## src/rtl/instmem_pkg.sv

```systemverilog
`default_nettype none
// ============================================================================
// Module  : instmem_pkg
// Brief   : Instruction-memory geometry and boot-loader state encoding.
// Revision: 1.0 - initial release
// ============================================================================
package instmem_pkg;

  localparam int unsigned MEM_DEPTH  = 1024;
  localparam int unsigned MEM_WIDTH  = 8;
  localparam int unsigned WORD_WIDTH = 32;

  typedef enum logic [2:0] {
    S_LEN_HI = 3'd0,
    S_LEN_LO = 3'd1,
    S_DATA   = 3'd2,
    S_CSUM   = 3'd3,
    S_DONE   = 3'd4,
    S_ERR    = 3'd5
  } loader_state_t;

endpackage
`default_nettype wire

```

## src/rtl/instmem_loader.sv

```systemverilog
`default_nettype none
// ============================================================================
// Module  : instmem_loader
// Brief   : Writes a framed boot image into instruction memory and releases
//           the CPU reset once the frame checksum matches.
// Revision: 1.0 - initial release
// ============================================================================
module instmem_loader #(
  parameter int unsigned MEM_DEPTH  = instmem_pkg::MEM_DEPTH,
  parameter int unsigned ADDR_WIDTH = 32
) (
  input  logic                  clk,
  input  logic                  nrst,
  input  logic [7:0]            rx_data,
  input  logic                  rx_valid,
  output logic                  rx_ready,
  output logic                  mem_wr_en,
  output logic [ADDR_WIDTH-1:0] mem_wr_addr,
  output logic [7:0]            mem_wr_data,
  output logic                  cpu_nrst,
  output logic                  load_done,
  output logic                  load_err
);
  import instmem_pkg::*;

  loader_state_t         r_state;
  loader_state_t         w_state_next;
  logic [7:0]            r_len_hi;
  logic [15:0]           r_remain;
  logic [7:0]            r_sum;
  logic [ADDR_WIDTH-1:0] r_addr;

  logic                  w_accept;
  logic [15:0]           w_len;
  logic                  w_len_bad;
  logic                  w_last;
  logic                  w_csum_ok;

  assign w_accept  = rx_valid && rx_ready;
  assign w_len     = {r_len_hi, rx_data};
  assign w_len_bad = 32'(w_len) > MEM_DEPTH;
  assign w_last    = (r_remain == 16'd1);
  assign w_csum_ok = (rx_data == r_sum);

  always_ff @(posedge clk or negedge nrst) begin
    if (!nrst) begin
      r_state <= S_LEN_HI;
    end else begin
      r_state <= w_state_next;
    end
  end

  // rx_ready depends on r_state only, never on rx_valid.
  always_comb begin
    w_state_next = r_state;
    rx_ready     = 1'b0;
    case (r_state)
      S_LEN_HI: begin
        rx_ready = 1'b1;
        if (w_accept) w_state_next = S_LEN_LO;
      end
      S_LEN_LO: begin
        rx_ready = 1'b1;
        if (w_accept) begin
          if (w_len_bad)          w_state_next = S_ERR;
          else if (w_len == 16'd0) w_state_next = S_CSUM;
          else                    w_state_next = S_DATA;
        end
      end
      S_DATA: begin
        rx_ready = 1'b1;
        if (w_accept && w_last) w_state_next = S_CSUM;
      end
      S_CSUM: begin
        rx_ready = 1'b1;
        if (w_accept) w_state_next = w_csum_ok ? S_DONE : S_ERR;
      end
      S_DONE:  w_state_next = S_DONE;
      S_ERR:   w_state_next = S_ERR;
      default: w_state_next = S_ERR;
    endcase
  end

  always_ff @(posedge clk or negedge nrst) begin
    if (!nrst) begin
      r_len_hi    <= 8'd0;
      r_remain    <= 16'd0;
      r_sum       <= 8'd0;
      r_addr      <= '0;
      mem_wr_en   <= 1'b0;
      mem_wr_addr <= '0;
      mem_wr_data <= 8'd0;
      load_done   <= 1'b0;
      load_err    <= 1'b0;
      cpu_nrst    <= 1'b0;
    end else begin
      mem_wr_en <= 1'b0;
      if (w_accept) begin
        case (r_state)
          S_LEN_HI: r_len_hi <= rx_data;
          S_LEN_LO: r_remain <= w_len;
          S_DATA: begin
            mem_wr_en   <= 1'b1;
            mem_wr_addr <= r_addr;
            mem_wr_data <= rx_data;
            r_sum       <= r_sum + rx_data;
            r_addr      <= r_addr + ADDR_WIDTH'(1);
            r_remain    <= r_remain - 16'd1;
          end
          default: ;
        endcase
      end
      // Terminal states are sticky, so status simply mirrors the next state.
      load_done <= (w_state_next == S_DONE);
      load_err  <= (w_state_next == S_ERR);
      cpu_nrst  <= (w_state_next == S_DONE);
    end
  end

endmodule
`default_nettype wire

```

## config.mk

```make
export PLATFORM = sky130hd
export DESIGN_NAME = instmem_loader
export DESIGN_NICKNAME = d
export VERILOG_FILES = /design/src/rtl/instmem_pkg.sv /design/src/rtl/instmem_loader.sv
export SDC_FILE = /design/constraint.sdc
export NUM_CORES = 1
export LEC_CHECK = 0
export ABC_AREA = 1
export ABC_CLOCK_PERIOD_IN_PS = 1800
export CORE_MARGIN = 10
export CORE_UTILIZATION = 58
export DETAILED_ROUTE_END_ITERATION = 8
export HOLD_SLACK_MARGIN = 0.12
export PLACE_DENSITY = 0.81
export SYNTH_ARGS = -nofsm -noshare
export SYNTH_HDL_FRONTEND = slang
export SYNTH_SLANG_ARGS = --single-unit
```

## constraint.sdc

```tcl
create_clock -name clk -period 1.8 [get_ports clk]
set_input_delay 0.27 -clock clk [delete_from_list [all_inputs] [get_ports clk]]
set_output_delay 0.27 -clock clk [all_outputs]
set_load 0.005 [all_outputs]
```

# --- After elaboration in Yosys (flattened, before gate mapping) ---
# Cells that the tools add are included.
# W data, S select, Z words.
word_totals:
  ff_bits: 110
  in_bits: 11
  out_inout_bits: 45
  word_cells: 43
classes:
  add_sub_neg: 3
  order_cmp: 1
  n_eq_ne: 8
  n_mux: 12
  reduce_logical: 9
ops:
  columns: ["operator", "count"]
  rows:
  - ["$add A32 B1 Y32 const B", 1]
  - ["$pmux W16 S2", 1]
  - ["$eq A16 B1 Y1 const B", 1]
  - ["$gt A16 B11 Y1 const B", 1]
  - ["$logic_not A16 Y1", 1]
  - ["$sub A16 B1 Y16 const B", 1]
  - ["$mux W3", 5]
  - ["$pmux W3 S5", 1]
  - ["$eq A3 B3 Y1 const B", 3]
  - ["$add A8 B8 Y8", 1]
  - ["$eq A8 B8 Y1", 1]
  - ["$eq A3 B2 Y1 const B", 2]
  - ["$reduce_and A2 Y1", 3]
  - ["$mux W1", 5]
  - ["$reduce_or A4 Y1", 1]
  - ["$eq A3 B1 Y1 const B", 1]
  - ["$logic_not A3 Y1", 1]
  - ["$logic_and A1 B1 Y1", 2]
  - ["$reduce_bool A2 Y1", 1]

# --- Longest topological paths before layout ---
# Gate-level depths: netlist of run 1.
depth:
  word_depth: 8
  mapped_depth: 10
  ltp_nobuf: 10

# --- Worst setup path after synthesis of run 1 ---
# Ideal clock, no wire load.
synth_path:
  kind: "register to register"
  start: "register r_addr[0]"
  end: "register r_addr[24]"
  t_arrival_ps: 1493
  required_ps: 1682
  path_slack_ps: 189
  stages_incl_launch_ff: 9
  n_path_buf: 0
  period_less_slack_ps: 1611
  path_cell_list: "dfrtp_1 -> ha_1 -> nand3_1 -> nor2_1 -> nand4_2 -> nor2_4 -> nand2_1 -> nor2_1 -> nor2_1"
synth_via:
  elab_chain_cells: 1
synth_rtl:
  columns: ["item", "line_no", "text"]
  rows:
  - ["from (decl)", "instmem_loader.sv:31", "logic [ADDR_WIDTH-1:0] r_addr;"]
  - ["from (signal assigned)", "instmem_loader.sv:107", "r_addr <= r_addr + ADDR_WIDTH'(1);"]
  - ["$add A32 B1 Y32", "instmem_loader.sv:107", null]
# No other way between the ends.
# A chain may end at the register's enable or synchronous reset.

# --- Worst setup path in the final report of run 1 ---
layout_path:
  start: "register r_state[2]"
  end: "output rx_ready"
layout_via:
  elab_chain_cells: 3
layout_rtl:
  columns: ["item", "line_no", "text"]
  rows:
  - ["from (decl)", "instmem_loader.sv:26", "loader_state_t r_state;"]
  - ["from (signal assigned)", "instmem_loader.sv:49", "r_state <= w_state_next;"]
  - ["$eq A3 B2 Y1 (tied with other cells)", "instmem_loader.sv:57", "case (r_state)"]
  - ["$reduce_or A4 Y1 (no line) (*)", null, null]
  - ["$mux W1 (*)", "instmem_loader.sv:57", null]
  - ["to (decl)", "instmem_loader.sv:16", "output logic rx_ready,"]
# Mark *: on every way between the ends. The rest lies on a longest branch, timed or not.

==> Implementation_results.wiki, run 1 <==
{| class="wikitable"
! Metric !! Value
|-
| Outcome || finished clean
|-
| Detailed Routing Iterations Pass 1 || 7
|-
| Antenna diode count || 0
|-
| Nets || 883
|-
| Number of ports placed on the die boundary || 56
|-
| Depth of the worst register-to-register path || 10
|-
| Worst path top cell family by delay || buffers and inverters
|-
| Kind of path behind the tightest hold check || input port to async pin
|-
| Overall fraction of global-route tracks in use || 0.216
|-
| Final-report hold violation count || 0
|-
| Flip-flop and latch count after synthesis || 110
|-
| Slew Limit Headroom || 0.679
|-
| RSZ-0062 raised after global routing || yes
|-
| Core Util, Final || 0.721
|-
| Number of buffers on the longest clock path || 2
|-
| Detailed-placement wirelength estimate || 11,800 µm
|-
| Setup crit start kind || flip-flop
|-
| Number of rows in the core area || 36
|-
| Synthesized instance count || 764
|-
| Netlist cell types || 36
|-
| Die outline height || 120 µm
|-
| Critical path required time || 1530 ps
|-
| Launch point of the worst reg-to-reg path || r_addr[1]$_DFFE_PN0P_
|-
| Total negative setup slack || 0 ps
|-
| Final worst slack || 43.6 ps
|-
| Slowest stage delay, CP || 550 ps
|-
| Critical path startpoint || r_state[2]$_DFF_PN0_
|-
| Max-Cap Viols || 0
|-
| Clock insertion delay at the later pin of the skew report || 370 ps
|-
| Routed wirelength normalized by instance count || 15.5 µm
|-
| Crit path cell chain || inv_2 > clkdlybuf4s50_1
|-
| Maximum number of pins on one net before global-route repair || 47
|-
| WP buf/inv || 2
|-
| Remaining global-route overflow || 0
|-
| Number of buffers created by CTS || 9
|-
| Worst R2R End || r_addr[28]$_DFFE_PN0P_
|-
| Area taken by flip-flops and latches || 2750 µm²
|-
| Floorplan die width || 120 µm
|-
| Crit path to || rx_ready
|-
| Highest net fanout along the worst path || 5
|-
| Post-route minimum period || 1760 ps
|-
| Initial standard-cell utilization of the core || 0.596
|-
| Max Clk Rate || 0.569 GHz
|-
| Category of the most critical setup path || flip-flop to output port
|-
| Area taken by multi-input logic gates || 2650 µm²
|-
| CTS tree || built
|-
| CTS sink count || 110
|-
| Relative area change from synthesis to final layout || 20.9%
|-
| Data arrival time at the worst-slack endpoint || 1490 ps
|-
| Number of pins with negative max-slew slack in the final report || 0
|-
| Transition time of the tightest slew-check pin || 482 ps
|-
| Vias in the first global route || 5,280
|-
| Proportion of synthesized chip area in sequential cells || 0.472
|-
| Number of antenna-violating nets in the routed design || 0
|-
| Commonest non-fill, non-tap cell in the layout || sky130_fd_sc_hd__nand2_1
|-
| Count of routing violations after the opening detailed-route iteration || 591
|-
| Mapped Area || 5830 µm²
|-
| Routability congestion estimate || 0.927
|-
| Element type at the critical path end || output port
|-
| Clk Tree Root Cell || sky130_fd_sc_hd__clkbuf_8
|-
| Share of the synthesized area in the top cell type || 0.472
|-
| Count of warnings emitted by yosys || 0
|-
| Vias per cell || 5.43
|-
| Worst slack on hold paths || 397 ps
|-
| Pwr per Cell Area || 1170 nW/µm²
|-
| Total wire length after detailed routing || 15,500 µm
|-
| Count of endpoints failing setup in the final report || 0
|-
| Residual DRC || 0
|-
| Cell type with the highest aggregate area in the netlist || sky130_fd_sc_hd__dfrtp_1
|-
| Top post-synthesis cells by area || sky130_fd_sc_hd__dfrtp_1, sky130_fd_sc_hd__nand2_1, sky130_fd_sc_hd__o21ai_0, sky130_fd_sc_hd__inv_1, sky130_fd_sc_hd__nor2_1
|-
| Register clock-pin slew on the reported worst setup and hold paths || 110 ps
|-
| Area of the die || 14,500 µm²
|-
| Number of buffers inserted to repair setup after CTS || 0
|-
| Lkg Pwr || 3.37 nW
|-
| Most frequent cells in the layout || sky130_fd_sc_hd__nand2_1, sky130_fd_sc_hd__dfrtp_1, sky130_fd_sc_hd__inv_1
|-
| Via Count || 5,425
|-
| Total number of cells along the worst setup path || 2
|-
| Nets in the synthesized netlist || 786
|-
| Critical-path top delay cell || sky130_fd_sc_hd__clkdlybuf4s50_1
|-
| Fraction of final layout cells with drive strength greater than 1 || 0.110
|-
| Core area || 9770 µm²
|-
| Final Power || 8.25 mW
|-
| Number of port buffers || 55
|-
| Post-synthesis average cell area || 7.63 µm²
|-
| Maximum vdd drop || 744 µV
|-
| Worst Skew || 12.3 ps
|-
| Initial antenna violation count || 0
|-
| First-pass GRT wire length || 25,800 µm
|-
| Number of H-tree branching levels || 3
|-
| Filler cells || 789
|-
| Final worst path period share || 0.976
|-
| Placement Setup Slack || -232 ps
|-
| Worst reg2reg setup slack || 80 ps
|}
-- worst min path at each step --
stage / startpoint / to / slack, ps / cells after the start
CTS: nrst / r_remain[5]$_DFFE_PN0P_ / 400 / 2
global route: nrst / r_remain[5]$_DFFE_PN0P_ / 410 / 2
floorplan: nrst / load_done$_DFF_PN0_ / -30 / 0
global placement: nrst / r_remain[5]$_DFFE_PN0P_ / 250 / 1
finish: nrst / r_remain[5]$_DFFE_PN0P_ / 400 / 2
detailed placement: nrst / r_remain[5]$_DFFE_PN0P_ / 260 / 1
-- registers in the layout, indices dropped and copies added, names as in the netlist --
signal and flops:
mem_wr_addr 32, r_state 3, r_sum 8, mem_wr_data 8, r_len_hi 8, r_addr 32, load_err 1, load_done 1
r_remain 16, mem_wr_en 1
-- cell type report --
cell class / instances / area share
well taps: 133 / 0.0236
inverters: 87 / 0.0464
clock inverters: 5 / 0.00480
clock buffers: 11 / 0.0201
flip-flops and latches: 110 / 0.391
multi-input cells: 545 / 0.376
repair buffers: 108 / 0.138
-- power breakdown --
group | total, mW | internal [mW] | switching, mW
Sequential | 3.66 | 3.13 | 0.533
Clock | 1.38 | 0.543 | 0.841
Combinational | 3.20 | 1.45 | 1.75
-- repair_timing --
| action | CTS | global route |
|---|---|---|
| endpoints found under the setup margin | 0 | 5 |
| gates resized for setup | 0 | 6 |
| hold endpoints to repair | 30 | 0 |
| hold buffers | 1 | 0 |
-- cells by family (layout without fill, tap and decap cells) --
family | after synthesis | count (layout) | synth area share
AND/OR/NAND/NOR | 394 | 394 | 0.288
adder cells (fa/ha/maj) | 11 | 11 | 0.0249
XOR/XNOR | 21 | 21 | 0.0316
buffers and inverters | 109 | 211 | 0.0762
AO/OA/AOI/OAI | 119 | 119 | 0.107
flip-flops | 110 | 110 | 0.472
-- synthesized netlist by cell type --
cell type and instances:
sky130_fd_sc_hd__inv_2 5, sky130_fd_sc_hd__dfrtp_1 110, sky130_fd_sc_hd__a21boi_0 1, sky130_fd_sc_hd__nand4_2 1
sky130_fd_sc_hd__a21oi_2 1, sky130_fd_sc_hd__nand2_1 231, sky130_fd_sc_hd__a22oi_1 3, sky130_fd_sc_hd__inv_1 82
sky130_fd_sc_hd__a21o_1 1, sky130_fd_sc_hd__a21oi_1 18, sky130_fd_sc_hd__nor3_1 16, sky130_fd_sc_hd__buf_6 1
sky130_fd_sc_hd__xnor2_1 2, sky130_fd_sc_hd__o21ai_0 70, sky130_fd_sc_hd__clkbuf_1 4, sky130_fd_sc_hd__nor3_2 3
sky130_fd_sc_hd__buf_2 13, sky130_fd_sc_hd__nor3_4 1, sky130_fd_sc_hd__a31oi_1 1, sky130_fd_sc_hd__nand2_4 1
sky130_fd_sc_hd__o21bai_1 1, sky130_fd_sc_hd__nand2_2 3, sky130_fd_sc_hd__fa_1 1, sky130_fd_sc_hd__nand3_1 49
sky130_fd_sc_hd__nor3b_1 1, sky130_fd_sc_hd__nor2_1 73, sky130_fd_sc_hd__buf_1 1, sky130_fd_sc_hd__nand4_1 7
sky130_fd_sc_hd__buf_4 3, sky130_fd_sc_hd__o21ai_1 17, sky130_fd_sc_hd__xor2_1 19, sky130_fd_sc_hd__nor2_2 4
sky130_fd_sc_hd__o22ai_1 4, sky130_fd_sc_hd__ha_1 10, sky130_fd_sc_hd__nor2_4 4, sky130_fd_sc_hd__o211ai_1 2
-- per-layer routing --
metal | up-vias | track usage | wire [µm] | share of wire
met5 | - | 0 | 0 | 0
met3 | 17 | 0.0526 | 1080 | 0.070
met1 | 2594 | 0.289 | 7140 | 0.46
met4 | 0 | 0.0535 | 171 | 0.011
met2 | 180 | 0.344 | 7120 | 0.46
li1 | 2634 | - | - | -
-- per-stage QoR --
step,instance area [µm²],instances
after floorplan,5830,764
after global placement,6840,982
after detailed placement,6840,982
after CTS,7030,999
after global routing,7040,999
final,7040,999
Note: power is estimated with default switching activity, not from simulation.
==> run 2, diff against run 1 <==
- REMOVE_ABC_BUFFERS: unset -> 1
- SLEW_MARGIN: unset -> 20
==> run 2 against run 1 <==
Net effect: via count shrank 2.6%; global-route usage grew 0.70 points; sequential power is essentially flat; combinational power shrank 2%; count of clock-buffer cells in the layout is the same; wire length shrank 1.0%; clock skew grew 5.7 ps; flip-flop and latch count is the same; design area grew 0.46%; register-to-register slack gained 70 ps; critical path type is now flip-flop to flip-flop.
==> Implementation_results.wiki, run 2 (synthesized netlist as in run 1, its figures left out) <==
{| class="wikitable"
! Metric !! Value
|-
| Outcome || finished clean
|-
| Data arrival time at the worst-slack endpoint || 1960 ps (+470 ps)
|-
| Clk Tree Root Cell || sky130_fd_sc_hd__clkbuf_8
|-
| Depth of the worst register-to-register path || 9 (-1)
|-
| Highest net fanout along the worst path || 5 (unchanged)
|-
| Met2 demand-to-capacity share in global routing || 0.381 (+0.0365)
|-
| Global-route layer with the greatest usage || met2
|-
| Top Registers || mem_wr_addr (32), r_addr (32), r_remain (16)
|-
| Number of pins with negative max-slew slack in the final report || 0 (unchanged)
|-
| Final-report hold violation count || 0 (unchanged)
|-
| Placement Setup Slack || -216 ps (+15.9 ps)
|-
| Initial antenna violation count || 0 (unchanged)
|-
| Number of ports placed on the die boundary || 56 (unchanged)
|-
| Vias in the first global route || 5,489 (+4.0%)
|-
| Die outline height || 120 µm (unchanged)
|-
| Maximum number of pins on one net before global-route repair || 45 (-4.3%)
|-
| Max-Cap Viols || 0 (unchanged)
|-
| Detailed-placement wirelength estimate || 11,700 µm (-1.1%)
|-
| Instance count after placement with tap cells included || 980 (-0.20%)
|-
| Maximum vdd drop || 793 µV (+6.5%)
|-
| Residual DRC || 0 (unchanged)
|-
| Relative area change from synthesis to final layout || 21.4%
|-
| Overall fraction of global-route tracks in use || 0.223 (+0.00699)
|-
| Vias per cell || 5.30 (-2.5%)
|-
| CTS sink count || 110 (unchanged)
|-
| Final design instance area without fill || 7080 µm² (+0.46%)
|-
| Worst slack on hold paths || 331 ps (-65.5 ps)
|-
| Antenna diode count || 0 (unchanged)
|-
| Fraction of final layout cells with drive strength greater than 1 || 0.105 (-0.00450)
|-
| Core area || 9770 µm² (unchanged)
|-
| Number of antenna-violating nets in the routed design || 0 (unchanged)
|-
| Switching Power || 3.10 mW (-0.79%)
|-
| Detailed Routing Iterations Pass 1 || 5 (-2)
|-
| Register clock-pin slew on the reported worst setup and hold paths || 110 ps (about the same)
|-
| Worst Skew || 18.0 ps (+5.66 ps)
|-
| Final worst slack || 146 ps (+102 ps)
|-
| Routed wirelength normalized by instance count || 15.4 µm (-0.94%)
|-
| Kind of path behind the tightest hold check || input port to async pin
|-
| Initial standard-cell utilization of the core || 0.596 (unchanged)
|-
| Cell internal power dissipation || 5.22 mW (+1.9%)
|-
| Nets || 882 (-0.11%)
|-
| Clock insertion delay at the later pin of the skew report || 410 ps (+40 ps)
|-
| Max Clk Rate || 0.604 GHz (+6.2%)
|-
| Setup crit start kind || flip-flop
|-
| Lkg Pwr || 3.39 nW (+0.59%)
|-
| Area of the die || 14,500 µm² (unchanged)
|-
| Critical path required time || 2110 ps (+580 ps)
|-
| Number of buffers on the longest clock path || 2 (unchanged)
|-
| Number of port buffers || 55 (unchanged)
|-
| Met3 usage || 0.0596 (+0.00698)
|-
| Number of buffers created by CTS || 9 (unchanged)
|-
| First-pass GRT wire length || 26,100 µm (+1.3%)
|-
| Launch point of the worst reg-to-reg path || r_state[1]$_DFF_PN0_
|-
| Portion of total power attributed to combinational logic || 0.376 (-0.012)
|-
| Flop pwr share || 0.439 (-0.005)
|-
| Final worst path period share || 0.919 (-0.0567)
|-
| Clock Power Share || 0.185 (+0.017)
|-
| Post-route minimum period || 1650 ps (-102 ps)
|-
| Proportion of total power due to net switching || 0.373 (-0.00616)
|-
| Cell area reported after detailed placement || 6850 µm² (+0.15%)
|-
| Remaining global-route overflow || 0 (unchanged)
|-
| Element type at the critical path end || flip-flop
|-
| Routability congestion estimate || 0.936 (+0.94%)
|-
| Commonest non-fill, non-tap cell in the layout || sky130_fd_sc_hd__nand2_1
|-
| Fraction of met1 tracks used by global routing || 0.257 (-0.0327)
|-
| Slew Limit Headroom || 0.721 (+0.0429)
|-
| Category of the most critical setup path || flip-flop to flip-flop
|-
| Number of rows in the core area || 36 (unchanged)
|-
| Floorplan die width || 120 µm (unchanged)
|-
| Number of H-tree branching levels || 3 (unchanged)
|-
| CTS tree || built
|-
| Count of routing violations after the opening detailed-route iteration || 406 (-31%)
|-
| Via Count || 5,286 (-2.6%)
|-
| Worst R2R End || r_addr[24]$_DFFE_PN0P_
|-
| Transition time of the tightest slew-check pin || 415 ps (-67.6 ps)
|-
| Pwr per Cell Area || 1180 nW/µm² (+0.39%)
|-
| Count of endpoints failing setup in the final report || 0 (unchanged)
|-
| Worst reg2reg setup slack || 150 ps (+70 ps)
|-
| Total wire length after detailed routing || 15,400 µm (-1.0%)
|-
| Most frequent cells in the layout || sky130_fd_sc_hd__nand2_1, sky130_fd_sc_hd__dfrtp_1, sky130_fd_sc_hd__inv_1
|-
| Final standard cell count with taps included and fillers excluded || 998 (-0.10%)
|}
run 2: changes by cell type in the layout (fill, tap and decap cells not counted), sizes merged:
cell	change
buf	-1
clkinvlp	-2
dlymetal6s2s	+1
inv	+1
clkdlybuf4s50	-1
bufinv	+1
run 2: worst max-delay path by stage:
stage                                from                     end  slack, ps  cells past startpoint
finish               r_state[1]$_DFF_PN0_  r_addr[24]$_DFFE_PN0P_        150                      9
global route        r_addr[9]$_DFFE_PN0P_  r_addr[25]$_DFFE_PN0P_        -10                      9
CTS                  r_state[2]$_DFF_PN0_                rx_ready         20                      2
detailed placement             rx_data[0]    r_sum[6]$_DFFE_PN0P_       -220                     10
global placement               rx_data[0]    r_sum[6]$_DFFE_PN0P_       -210                     10
floorplan            r_state[2]$_DFF_PN0_  r_addr[24]$_DFFE_PN0P_       -440                      8
run 2: critical path, cell delays in order, from the launching register on:
cell and delay, ps:
sky130_fd_sc_hd__dfrtp_1 390, sky130_fd_sc_hd__inv_1 90, sky130_fd_sc_hd__nor2_1 130, sky130_fd_sc_hd__nand2_1 120
sky130_fd_sc_hd__nor2_2 220, sky130_fd_sc_hd__nand4_2 180, sky130_fd_sc_hd__nor2_4 200, sky130_fd_sc_hd__nand2_1 90
sky130_fd_sc_hd__nor2_1 100, sky130_fd_sc_hd__nor2_1 50
run 2: what timing repair did:
item	4_1_cts	5_1_grt
hold buffers	1	0
gates resized for setup	1	3
pin swaps	0	0
endpoints found under the setup margin	1	5
setup buffers	0	1
hold endpoints to repair	26	0
run 2: final cells by class:
class / instances / area [µm²]
multi-input cells: 545 / 2640
flip-flops and latches: 110 / 2750
clock buffers: 11 / 131
well taps: 133 / 166
clock inverters: 5 / 65.1
inverters: 87 / 327
repair buffers: 107 / 993
fillers: 802 / 2700
run 2: through the flow:
step	util	total power, mW	TNS [ps]
after floorplan	-	5.31	-4340
after global placement	0.701	6.68	-916
after detailed placement	0.701	6.79	-1170
after CTS	0.722	8.35	0
after global routing	0.724	8.99	-10.2
final	0.724	8.32	0
run 2: per-layer routing:
layer	routed length, µm	vias to the layer above	part of all wire
met3	871	37	0.057
li1	-	2623	-
met5	0	-	0
met2	7540	162	0.49
met4	530	0	0.035
met1	6410	2464	0.42
run 2: power groups by stage:
stage	clock network [mW]	registers (mW)	logic [mW]
finish	1.54	3.65	3.13
global route	1.67	3.73	3.59
floorplan	0	3.58	1.73
CTS	1.58	3.64	3.13
detailed placement	0	3.67	3.11
global placement	0	3.65	3.03
